$ cat config.mk
export PLATFORM = sky130hd
export DESIGN_NAME = sprite_loader_flat
export DESIGN_NICKNAME = d
export VERILOG_FILES = /design/src/rtl/sprite_loader_if.sv /design/src/rtl/sprite_loader.sv /design/src/flat_wrapper.sv
export SDC_FILE = /design/constraint.sdc
export NUM_CORES = 1
export LEC_CHECK = 0
export ABC_AREA = 1
export BUFFER_PORTS_ARGS = -buffer_cell sky130_fd_sc_hd__buf_4
export CORE_MARGIN = 3
export CORE_UTILIZATION = 59
export CTS_CLUSTER_SIZE = 25
export DETAILED_ROUTE_END_ITERATION = 16
export PLACE_DENSITY = 0.8
export REMOVE_ABC_BUFFERS = 1
export SYNTH_ARGS = -nofsm -noshare
export SYNTH_HDL_FRONTEND = slang
export SYNTH_SLANG_ARGS = --single-unit
$ cat constraint.sdc
create_clock -name clk -period 2.1 [get_ports clk]
set_clock_uncertainty 0.05 [all_clocks]
set_input_delay 0.21 -clock clk [delete_from_list [all_inputs] [get_ports clk]]
set_output_delay 0.21 -clock clk [all_outputs]
set_load 0.03 [all_outputs]
$ cat src/rtl/sprite_loader_if.sv
// Byte-stream input and texture-write output bus of the sprite loader.
// The slave modport is the loader side; master is the SD reader / texture RAM side.
interface sprite_loader_if;
    logic [7:0]  byte_data;
    logic        byte_valid;
    logic        byte_ready;
    logic        load_en;
    logic [12:0] load_addr;
    logic [15:0] load_data;

    modport master (
        output byte_data, byte_valid,
        input  byte_ready, load_en, load_addr, load_data
    );

    modport slave (
        input  byte_data, byte_valid,
        output byte_ready, load_en, load_addr, load_data
    );
endinterface

$ cat src/rtl/sprite_loader.sv
// 24-bit BMP byte stream -> RGB565 texture writes, one sprite frame per start, rows un-flipped.
// Optional macro SPRITE_LOADER_KEY_EN: magenta 16'hF81F is written as transparency code 16'hFFFF.
module sprite_loader #(
    parameter int SPR_W     = 50,
    parameter int SPR_H     = 35,
    parameter int FRAMES    = 3,
    parameter int HDR_BYTES = 54
) (
    input  logic            clk,
    input  logic            rst_n,
    input  logic            start,
    input  logic [1:0]      frame_sel,
    sprite_loader_if.slave  bus,
    output logic            busy,
    output logic            done,
    output logic            err
);
    localparam int ROW_PAD     = (4 - (3 * SPR_W) % 4) % 4;
    localparam int FRAME_WORDS = SPR_W * SPR_H;
    localparam int HW = (HDR_BYTES > 1) ? $clog2(HDR_BYTES) : 1;
    localparam int CW = (SPR_W > 1) ? $clog2(SPR_W) : 1;
    localparam int RW = (SPR_H > 1) ? $clog2(SPR_H) : 1;

    localparam logic [HW-1:0] HDR_LAST = HW'(HDR_BYTES - 1);
    localparam logic [CW-1:0] COL_LAST = CW'(SPR_W - 1);
    localparam logic [RW-1:0] ROW_LAST = RW'(SPR_H - 1);
    localparam logic [1:0]    PAD_LAST = 2'(ROW_PAD - 1);
    localparam logic [12:0]   ROW_STEP = 13'(SPR_W);
    localparam logic [12:0]   TOP_OFS  = 13'((SPR_H - 1) * SPR_W);

    typedef enum logic [2:0] {IDLE, HDR, PIX, PAD, FIN} state_t;

    state_t         state;
    logic [HW-1:0]  hdr_cnt;
    logic [1:0]     phase;
    logic [CW-1:0]  col;
    logic [RW-1:0]  row;
    logic [1:0]     pad_cnt;
    logic [4:0]     b_hi;
    logic [5:0]     g_hi;
    logic [12:0]    line_addr;
    logic           byte_ready;
    logic           load_en;
    logic [12:0]    load_addr;
    logic [15:0]    load_data;

    logic           xfer;
    logic           sel_ok;
    logic           row_end;
    logic [12:0]    base_sel;
    logic [15:0]    pix_raw;
    logic [15:0]    pix;
    logic           unused_bits;

    assign bus.byte_ready = byte_ready;
    assign bus.load_en    = load_en;
    assign bus.load_addr  = load_addr;
    assign bus.load_data  = load_data;

    assign xfer     = bus.byte_valid & byte_ready;
    assign sel_ok   = int'(frame_sel) < FRAMES;
    assign base_sel = 13'(int'(frame_sel) * FRAME_WORDS);
    assign pix_raw  = {bus.byte_data[7:3], g_hi, b_hi};
    assign unused_bits = ^bus.byte_data[1:0];

`ifdef SPRITE_LOADER_KEY_EN
    assign pix = (pix_raw == 16'hF81F) ? 16'hFFFF : pix_raw;
`else
    assign pix = pix_raw;
`endif

    // A file row ends on its last pad byte, or on its last R byte when rows carry no padding.
    assign row_end = xfer & (((state == PIX) & (phase == 2'd2) & (col == COL_LAST) & (ROW_PAD == 0))
                           | ((state == PAD) & (pad_cnt == PAD_LAST)));

    always_ff @(posedge clk) begin
        if (!rst_n) begin
            state      <= IDLE;
            hdr_cnt    <= '0;
            phase      <= '0;
            col        <= '0;
            row        <= '0;
            pad_cnt    <= '0;
            b_hi       <= '0;
            g_hi       <= '0;
            line_addr  <= '0;
            byte_ready <= 1'b0;
            load_en    <= 1'b0;
            load_addr  <= '0;
            load_data  <= '0;
            busy       <= 1'b0;
            done       <= 1'b0;
            err        <= 1'b0;
        end else begin
            load_en <= 1'b0;
            done    <= 1'b0;
            err     <= 1'b0;
            case (state)
                IDLE: if (start) begin
                    if (sel_ok) begin
                        state      <= HDR;
                        busy       <= 1'b1;
                        byte_ready <= 1'b1;
                        hdr_cnt    <= '0;
                        phase      <= '0;
                        col        <= '0;
                        row        <= '0;
                        pad_cnt    <= '0;
                        // BMP stores the bottom row first, so file row 0 lands on the last sprite line.
                        line_addr  <= base_sel + TOP_OFS;
                    end else begin
                        err <= 1'b1;
                    end
                end
                HDR: if (xfer) begin
                    if (hdr_cnt == HDR_LAST) state <= PIX;
                    else                     hdr_cnt <= hdr_cnt + 1'b1;
                end
                PIX: if (xfer) begin
                    case (phase)
                        2'd0: begin
                            b_hi  <= bus.byte_data[7:3];
                            phase <= 2'd1;
                        end
                        2'd1: begin
                            g_hi  <= bus.byte_data[7:2];
                            phase <= 2'd2;
                        end
                        default: begin
                            phase     <= 2'd0;
                            load_en   <= 1'b1;
                            load_data <= pix;
                            load_addr <= line_addr + 13'(col);
                            if (col == COL_LAST) begin
                                col <= '0;
                                if (ROW_PAD != 0) state <= PAD;
                            end else begin
                                col <= col + 1'b1;
                            end
                        end
                    endcase
                end
                PAD: if (xfer) begin
                    pad_cnt <= (pad_cnt == PAD_LAST) ? 2'd0 : pad_cnt + 1'b1;
                end
                FIN: state <= IDLE;
                default: state <= IDLE;
            endcase

            if (row_end) begin
                if (row == ROW_LAST) begin
                    state      <= FIN;
                    busy       <= 1'b0;
                    done       <= 1'b1;
                    byte_ready <= 1'b0;
                end else begin
                    row       <= row + 1'b1;
                    line_addr <= line_addr - ROW_STEP;
                    state     <= PIX;
                end
            end
        end
    end
endmodule

$ cat src/flat_wrapper.sv
// flat-port wrapper written by rule: the top's interface ports become plain ports
module sprite_loader_flat 
#(
    parameter int SPR_W     = 50,
    parameter int SPR_H     = 35,
    parameter int FRAMES    = 3,
    parameter int HDR_BYTES = 54
)
  (clk, rst_n, start, frame_sel, busy, done, err, bus_byte_data, bus_byte_valid, bus_byte_ready, bus_load_en, bus_load_addr, bus_load_data);
  sprite_loader_if bus_i ();
  input  logic clk;
  input  logic rst_n;
  input  logic start;
  input  logic [1:0] frame_sel;
  output logic busy;
  output logic done;
  output logic err;
  input wire logic [$bits(bus_i.byte_data)-1:0] bus_byte_data;
  input wire logic [$bits(bus_i.byte_valid)-1:0] bus_byte_valid;
  output wire logic [$bits(bus_i.byte_ready)-1:0] bus_byte_ready;
  output wire logic [$bits(bus_i.load_en)-1:0] bus_load_en;
  output wire logic [$bits(bus_i.load_addr)-1:0] bus_load_addr;
  output wire logic [$bits(bus_i.load_data)-1:0] bus_load_data;
  assign bus_i.byte_data = bus_byte_data;
  assign bus_i.byte_valid = bus_byte_valid;
  assign bus_byte_ready = bus_i.byte_ready;
  assign bus_load_en = bus_i.load_en;
  assign bus_load_addr = bus_i.load_addr;
  assign bus_load_data = bus_i.load_data;
  sprite_loader #(.SPR_W(SPR_W), .SPR_H(SPR_H), .FRAMES(FRAMES), .HDR_BYTES(HDR_BYTES)) u_core (.clk(clk), .rst_n(rst_n), .start(start), .frame_sel(frame_sel), .bus(bus_i), .busy(busy), .done(done), .err(err));
endmodule
==> impl_metrics.ini, run 1 <==
[outcome]
status = finished clean

[grt]
overflow = 0
grt_pass1_vias = 3737
grt_max_degree = 43
grt_pass1_wl_um = 16600
grt_util_all_layers = 0.239
antenna_found_initial = 0

[clock_network]
cts_root_buf = clkbuf_8
clk_path_buf_depth = 2
clk_pin_slew_worst_paths_ps = 90
cts_hold_buf = 0
clkSinkCount = 83
tritoncts = done
clock_latency_ps = 350
numCtsBuffers = 9
htree_num_levels = 3

[setup_path]
crit_top_cell = nand3_1
worstPathMaxFanout = 4
crit_start = u_core.line_addr[1]
critPathCaptureType = flop
reg2regPathDepth = 11
cpLargestDelayFamily = simple AND/OR/NAND/NOR gates
worstSetupPathType = reg -> reg
critPathRequiredTime_ps = 2360
slowest_delay_ps = 470
r2r_start = u_core.line_addr[1]
startpoint_type = flop
crit_slowest_cell = fa_1
crit_chain = inv_1 > fa_1 > inv_1 > nand3_1 > nand3_1 > nand2_1 > nand2_1 > nand3_1 > nand3_1 > nand2_1 > inv_1
path_buf_inv = 3
cp_data_arrival_time_ps = 2080
rr_endpoint = u_core.bus.load_addr[8]
r2r_slack_ps = 280

[die]
die_area_mm2 = 0.00840
boundaryPins = 48
std_cell_rows = 30
die_w_um = 91.7
initial_core_util = 0.624
core_area_mm2 = 0.00694
die_h_um = 91.7

[drt]
via_count = 4076
routedWlPerCell_um = 12.3
wl_met3_um = 446
viasPerCell = 5.14
routed-wl-met2_um = 4730
detail_route.iter0.violations = 200
top_layer = met4
drt-total-wl_um = 9790
ant_nets = 0
firstDrtPassIters = 4
remaining_drc_errors = 0
wl_met1_um = 4520

[finish]
antenna_cells = 0
multi_input_comb_area_mm2 = 0.00230
final_layout_size_suffix_gt1_frac = 0.122
nets = 726
fillers = 641
fin_util = 0.712
syn_to_final_growth_pct = 14.2
final_cells = 793
design_area_mm2 = 0.00495
seq_area_mm2 = 0.00166

[synthesis]
synthArstFlopShare = 0
synth_compound_area_frac = 0.109
synth_warnings = 0
synth_top_family_by_area = simple AND/OR/NAND/NOR gates
synth_edf_count = 0
ys_seq_elements = 83
postSynthAreaPerCell_um2 = 6.70
synth_xor_area_frac = 0.0182
yosysTopAreaCell = dfxtp_1
ys.flop_type = dfxtp_1
ys_types = 35
synth_commonest_cells = nand2_1, nor2_1, dfxtp_1
synthMuxAreaShare = 0
syn_area_mm2 = 0.00433
netlist_instances = 646
synth_area_leaders = dfxtp_1, nand2_1, nor2_1, inv_1, nand3_1
yosys.area_share.simple = 0.342
synth.top_cell.area_share = 0.384
synth.most_common_cell = nand2_1
synth_fa_ha_area_frac = 0.0595
ys_seq_area_frac = 0.384

[hold_path]
hold_depth = 3
min_to = u_core.g_hi[1]
hp-class = in -> reg
hold_start = bus_byte_data[3]

[placed_design]
dp_cells = 777
post-dp-hpwl_um = 7180
numPortBuffers = 45
place_ws_ps = 172
postPlaceCellArea_mm2 = 0.00477
finalWeightedCongestion = 0.896

[timing]
finalWorstSetupSlack_ps = 276
timing.fmax_ghz = 0.548
timing.hold.ws_ps = 54.9
fin_crit_sh = 0.869
relSlewSlack = 0.701
setup_viol = 0
hold_violations = 0
slew_viol_final = 0
tightest_slew_ps = 448
grt_setup_unrepaired = false
setup_tns_ps = 0
min_period_ps = 1820

[flow_run]
cap_violations = 0

[power_and_ir_drop]
power_density_mw_per_mm2 = 771
power.leakage_nw = 2.38
ir_drop_mv = 0.479
p_total_mw = 3.81
## cell usage in the layout, fill, tap and decap left out, drive strengths merged
cell type,Yosys,layout
o22ai,4,4
and3,1,1
xor2,4,4
nand2,143,143
o21a,2,2
nor2,135,135
clkinvlp,0,3
fa,1,1
dfxtp,83,83
buf,9,52
nand3,51,51
o211ai,2,2
nand4,13,13
clkinv,1,2
clkbuf,8,10
a211oi,2,2
or2,2,2
xnor2,5,5
ha,19,19
inv,76,78
nor3,7,7
a21boi,1,1
o21bai,2,2
o21ai,50,50
a21oi,25,25
## cells by family after synthesis
| group | after synthesis |
|---|---|
| flops | 83 |
| xor+xnor | 9 |
| compound gates | 88 |
| buf+inv | 94 |
| fa+ha+maj | 20 |
| simple gates | 352 |
## sequential cells by signal, indices dropped and copies added, names as in the netlist
register	count
u_core.err	1
u_core.busy	1
u_core.row	6
u_core.b_hi	5
u_core.bus.load_addr	13
u_core.hdr_cnt	6
u_core.state	3
u_core.done	1
u_core.line_addr	13
u_core.bus.load_en	1
u_core.g_hi	6
u_core.bus.load_data	16
u_core.pad_cnt	2
u_core.phase	2
u_core.col	6
u_core.bus.byte_ready	1
## tightest hold or removal path, delay by kind of cell
kind	cells	cell delay, ps
and+or+nand+nor	2	120
buffers and inverters	1	90
## what timing repair did
| item | CTS | global route |
|---|---|---|
| gates resized for setup | 0 | 1 |
| hold endpoints to repair | 0 | 0 |
| endpoints found under the setup margin | 0 | 2 |
| setup buffers | 0 | 0 |
## final cells by class
type / instances / area share
Tap cell: 96 / 0.0243
Multi-Input combinational cell: 469 / 0.464
Timing Repair Buffer: 52 / 0.0815
Inverter: 77 / 0.0584
Clock buffer: 10 / 0.0258
Clock inverter: 6 / 0.00987
Sequential cell: 83 / 0.336
## power breakdown
group | internal, mW | switching [mW]
Clock | 0.441 | 0.613
Combinational | 0.331 | 0.635
Sequential | 1.68 | 0.117
## how the worst max path moves through the flow
stage | to | slack, ps | cells past startpoint
after floorplan | u_core.bus.load_addr[0] | -30 | 5
after global placement | u_core.col[5] | 240 | 9
after CTS | u_core.phase[0] | 210 | 6
after global routing | u_core.bus.load_addr[8] | 70 | 12
after detailed placement | u_core.phase[0] | 170 | 8
final | u_core.bus.load_addr[8] | 280 | 11
## per-layer routing
metal  GRT usage  vias up
met5           0        -
met1       0.310     1847
li1            -     2146
met2       0.414       74
met3      0.0312        9
met4      0.0716        0
Note: power is estimated with default switching activity, not from simulation.
==> run 2, diff against run 1 <==
--- a/config.mk
+++ b/config.mk
@@ -7,11 +7,12 @@
 export LEC_CHECK = 0
 export ABC_AREA = 1
 export BUFFER_PORTS_ARGS = -buffer_cell sky130_fd_sc_hd__buf_4
+export CORE_ASPECT_RATIO = 1.2
 export CORE_MARGIN = 3
-export CORE_UTILIZATION = 59
+export CORE_UTILIZATION = 30
+export CTS_BUF_LIST = sky130_fd_sc_hd__clkbuf_16
 export CTS_CLUSTER_SIZE = 25
 export DETAILED_ROUTE_END_ITERATION = 16
-export PLACE_DENSITY = 0.8
 export REMOVE_ABC_BUFFERS = 1
 export SYNTH_ARGS = -nofsm -noshare
 export SYNTH_HDL_FRONTEND = slang
==> run 2 against run 1 <==
Die area rose by 89%. Largest power group unchanged. Clock power is 69% higher. Global-route usage shrank 9.8 points. Hold slack worse by 10 ps. Combinational power hardly changed. Critical endpoint unchanged. Total power up 19%. Worst setup slack got worse by 40 ps. Critical path depth is the same. First-iteration DRC count decreased by 7.5%. Register-to-register slack worse by 40 ps. Highest routed layer unchanged. Largest cell class unchanged.
==> impl_metrics.ini, run 2 (same netlist as run 1, synthesis figures left out) <==
[setup_path]
r2r_slack_ps = 240
rr_endpoint = u_core.bus.load_addr[8]
startpoint_type = flop
worstPathMaxFanout = 4
reg2regPathDepth = 11
critPathCaptureType = flop
cp_data_arrival_time_ps = 2110
r2r_start = u_core.line_addr[1]
worstSetupPathType = reg -> reg
critPathRequiredTime_ps = 2340

[clock_network]
cts_hold_buf = 0
cts_resized = 0
numCtsBuffers = 9
cts_root_buf = clkbuf_16
clk_pin_slew_worst_paths_ps = 70
tritoncts = done
htree_num_levels = 3
clkSinkCount = 83
post_cts_buffers = 0
clock_latency_ps = 340
clk_path_buf_depth = 2

[finish]
syn_to_final_growth_pct = 20.7
layout_common_cells = nand2_1, nor2_1, dfxtp_1, inv_1, buf_4
design_area_mm2 = 0.00523
antenna_cells = 0
top_register = u_core.bus.load_data
final_layout_size_suffix_gt1_frac = 0.128
nets = 731
top_regs = u_core.bus.load_data: 16 flops, u_core.bus.load_addr: 13 flops, u_core.line_addr: 13 flops
largest_reg_flops = 16
final_common_cell = nand2_1

[drt]
drt-total-wl_um = 10600
firstDrtPassIters = 5
wl_met1_um = 5080
wl_met3_um = 448
routedWlPerCell_um = 12.1
ant_nets = 0
remaining_drc_errors = 0
routed-wl-met2_um = 4930
viasPerCell = 4.67
top_layer = met4
detail_route.iter0.violations = 185
via_count = 4080

[die]
die_area_mm2 = 0.0159
std_cell_rows = 47
die_w_um = 116
boundaryPins = 48
die_h_um = 138
initial_core_util = 0.311
core_area_mm2 = 0.0139

[grt]
antenna_found_initial = 0
overflow = 0
grt_util_all_layers = 0.141
grt_max_degree = 43
grt_pass1_vias = 3769
grt_pass1_wl_um = 18000

[power_and_ir_drop]
power.leakage_nw = 2.49
ir_drop_mv = 0.430
power_density_mw_per_mm2 = 867

[timing]
hold_violations = 0
min_period_ps = 1860
slew_viol_final = 0
fin_crit_sh = 0.888
relSlewSlack = 0.718
grt_setup_unrepaired = false
timing.fmax_ghz = 0.536
timing.hold.ws_ps = 45.0
tightest_slew_ps = 421
setup_tns_ps = 0
setup_viol = 0

[outcome]
status = finished clean

[flow_run]
cap_violations = 0

[hold_path]
hp-class = in -> reg
min_to = u_core.g_hi[0]
hold_start = bus_byte_data[2]
hold_depth = 3

[placed_design]
numPortBuffers = 45
postPlaceCellArea_mm2 = 0.00490
finalWeightedCongestion = 0.826
post-dp-hpwl_um = 7750
==> run 2: cell types whose count changed in the layout (fill, tap and decap cells not counted), moves of 2 or more <==
cell / change
clkbuf_16: +9
clkbuf_8: -9
buf_4: +5
clkinvlp_4: -3
bufinv_16: +2
==> run 2: worst max-delay path, stage by stage (launching register included) <==
cell	delay, ps
dfxtp_1	400
inv_1	130
fa_1	470
inv_1	90
nand3_1	60
nand3_1	180
nand2_1	100
nand2_1	90
nand3_1	70
nand3_1	80
nand2_1	50
inv_1	40
==> run 2: metrics by stage <==
stage               power, mW  cells   util  setup WS (ps)
global route             4.82    873  0.375           56.0
CTS                      4.58    873  0.375            222
detailed placement       2.80    857  0.351            258
finish                   4.53    873  0.375            235
floorplan                2.50    629      -          -33.5
global placement         2.80    857  0.351            243
==> run 2: where the power goes <==
group,switching [mW],internal (mW),leakage (nW),total (mW)
registers,0.121,1.68,0.672,1.80
clock network,0.707,1.06,0.163,1.77
logic,0.628,0.335,1.65,0.963
total,1.46,3.08,2.49,4.53
==> run 2: cell type report <==
type	count	area (um^2)
Sequential cell	83	1660
Fill cell	1474	8710
Multi-Input combinational cell	469	2290
Tap cell	171	214
Timing Repair Buffer	57	440
Inverter	77	289
Clock inverter	7	106
Clock buffer	9	225
==> run 2: layer usage <==
metal / vias to the layer above / GRT usage
li1: 2168 / -
met1: 1830 / 0.184
met2: 70 / 0.231
met3: 12 / 0.0303
met4: 0 / 0.0484
met5: - / 0
==> run 2: worst max-delay path by stage <==
stage / from / endpoint / cells past startpoint
4_1_cts: u_core.line_addr[1] / u_core.bus.load_addr[8] / 11
6_report: u_core.line_addr[1] / u_core.bus.load_addr[8] / 11
3_3_place_gp: u_core.line_addr[1] / u_core.bus.load_addr[12] / 10
5_1_grt: u_core.line_addr[1] / u_core.bus.load_addr[12] / 10
3_5_place_dp: u_core.line_addr[1] / u_core.bus.load_addr[8] / 11
2_1_floorplan: u_core.bus.byte_ready / u_core.bus.load_addr[0] / 5
==> run 3, diff against run 2 <==
--- a/config.mk
+++ b/config.mk
@@ -6,13 +6,13 @@
 export NUM_CORES = 1
 export LEC_CHECK = 0
 export ABC_AREA = 1
-export BUFFER_PORTS_ARGS = -buffer_cell sky130_fd_sc_hd__buf_4
 export CORE_ASPECT_RATIO = 1.2
 export CORE_MARGIN = 3
 export CORE_UTILIZATION = 30
 export CTS_BUF_LIST = sky130_fd_sc_hd__clkbuf_16
 export CTS_CLUSTER_SIZE = 25
 export DETAILED_ROUTE_END_ITERATION = 16
+export DONT_BUFFER_PORTS = 1
 export REMOVE_ABC_BUFFERS = 1
 export SYNTH_ARGS = -nofsm -noshare
 export SYNTH_HDL_FRONTEND = slang
==> run 3 against run 2 <==
The flow now finishes with violations (hold timing). Sequential cell count is the same. Sequential share of layout area grew 1.9 points. Final area shrank 5.5%. First-iteration DRC count grew 7.6%. Core utilization shrank 2.1 points. Via count shrank 2.4%. Die area is the same. Non-clock buffer count shrank 40. Combinational power shrank 1%. Fmax shrank 1.3%. Clock power shrank 5%. Sequential power is essentially flat. Largest power group unchanged.
==> impl_metrics.ini, run 3 (same netlist as run 1, synthesis figures left out) <==
[outcome]
status = finished, violations left
violations = hold timing

[finish]
fillers = 1459
layout_common_cells = nand2_1, nor2_1, dfxtp_1, inv_1, nand3_1
syn_to_final_growth_pct = 14.1
nets = 691
final_common_cell = nand2_1
antenna_cells = 0
multi_input_comb_area_mm2 = 0.00229
final_layout_size_suffix_gt1_frac = 0.0650
top_regs = u_core.bus.load_data: 16 flops, u_core.bus.load_addr: 13 flops, u_core.line_addr: 13 flops
largest_reg_flops = 16
fin_util = 0.355
top_register = u_core.bus.load_data
seq_area_mm2 = 0.00166

[timing]
min_period_ps = 1890
slew_viol_final = 0
fin_crit_sh = 0.900
tightest_slew_ps = 516
grt_setup_unrepaired = false
hold_violations = 1
setup_tns_ps = 0
timing.hold.ws_ps = -1.83
relSlewSlack = 0.654
timing.fmax_ghz = 0.529
finalWorstSetupSlack_ps = 211
setup_viol = 0

[setup_path]
r2r_slack_ps = 210
reg2regPathDepth = 11
cp_num_cells = 11
worstSetupPathType = reg -> reg
critPathCaptureType = flop
worstPathMaxFanout = 4
r2r_start = u_core.line_addr[1]
crit_top_cell = nand3_1
rr_endpoint = u_core.bus.load_addr[8]
cpLargestDelayFamily = simple AND/OR/NAND/NOR gates
crit_slowest_cell = fa_1
slowest_delay_ps = 470
startpoint_type = flop
cp-endpoint = u_core.bus.load_addr[8]
path_buf_inv = 3
crit_start = u_core.line_addr[1]
critPathRequiredTime_ps = 2350
cp_data_arrival_time_ps = 2140
crit_chain = inv_1 > fa_1 > inv_1 > nand3_1 > nand3_1 > nand2_1 > nand2_1 > nand3_1 > nand3_1 > nand2_1 > inv_1

[grt]
antenna_found_initial = 0
grt_util_all_layers = 0.140
grt_pass1_wl_um = 17900
grt_max_degree = 47
overflow = 0
grt_pass1_vias = 3758

[clock_network]
clk_pin_slew_worst_paths_ps = 70
cts_root_buf = clkbuf_16
clock_latency_ps = 350
tritoncts = done
clk_path_buf_depth = 2
post_cts_buffers = 0
numCtsBuffers = 9
htree_num_levels = 3
clkSinkCount = 83

[placed_design]
place_ws_ps = 233
post-dp-hpwl_um = 7540
finalWeightedCongestion = 0.823
numPortBuffers = 0

[hold_path]
hp-class = in -> reg

[power_and_ir_drop]
power.leakage_nw = 2.26
ir_drop_mv = 0.389
power_density_mw_per_mm2 = 901

[die]
die_h_um = 138
die_area_mm2 = 0.0159
core_area_mm2 = 0.0139
die_w_um = 116
initial_core_util = 0.311
std_cell_rows = 47
boundaryPins = 48

[drt]
ant_nets = 0
via_count = 3981
remaining_drc_errors = 0
detail_route.iter0.violations = 199
viasPerCell = 4.78
drt-total-wl_um = 10800
firstDrtPassIters = 5
routedWlPerCell_um = 12.9

[flow_run]
cap_violations = 0
run 3: cell types whose count changed in the layout (fill, tap and decap cells not counted), moves of 2 or more:
cell	previous run	this run
clkinv_4	2	0
buf_4	56	8
dlygate4sd3_1	0	7
inv_8	1	3
run 3: metal layers:
metal / vias up / share of wire / routed length (um) / global-route usage
met4: 0 / 0.017 / 184 / 0.0554
li1: 2085 / - / - / -
met5: - / 0 / 0 / 0
met3: 12 / 0.052 / 556 / 0.0312
met2: 81 / 0.46 / 4910 / 0.226
met1: 1803 / 0.47 / 5100 / 0.182
run 3: power by group:
part | internal [mW] | total (mW) | switching (mW)
registers | 1.68 | 1.81 | 0.129
logic | 0.334 | 0.950 | 0.616
clock network | 0.956 | 1.69 | 0.737
total | 2.97 | 4.45 | 1.48
run 3: per-stage QoR:
| step | cell area, um^2 | total power, mW | hold WS, ps | std cells |
|---|---|---|---|---|
| final | 4940 | 4.45 | -1.83 | 833 |
| after global routing | 4940 | 4.72 | 33.4 | 833 |
| after CTS | 4940 | 4.50 | 2.23 | 833 |
| after detailed placement | 4540 | 2.76 | 300 | 809 |
| after global placement | 4540 | 2.76 | 297 | 809 |
| after floorplan | 4240 | 2.50 | 280 | 629 |
run 3: repair_timing:
action	in CTS	in global routing
endpoints found under the hold margin	48	0
endpoints found under the setup margin	0	0
gates resized for setup	0	0
hold buffers	8	0
run 3: how the worst min path moves through the flow:
stage	slack, ps	to	cells past startpoint	startpoint
3_5_place_dp	300	u_core.state[0]	2	rst_n
3_3_place_gp	300	u_core.bus.load_data[11]	2	bus_byte_data[3]
5_1_grt	30	u_core.b_hi[3]	2	bus_byte_data[6]
2_1_floorplan	280	u_core.state[0]	2	rst_n
6_report	-2	u_core.b_hi[3]	2	bus_byte_data[6]
4_1_cts	2	u_core.b_hi[3]	2	bus_byte_data[6]
run 3: area by class of cell:
cell class	instances	share of cell area
well taps	171	0.0433
flip-flops and latches	83	0.336
inverters	77	0.0585
clock buffers	9	0.0456
clock inverters	7	0.0180
multi-input cells	469	0.464
repair buffers	17	0.0344
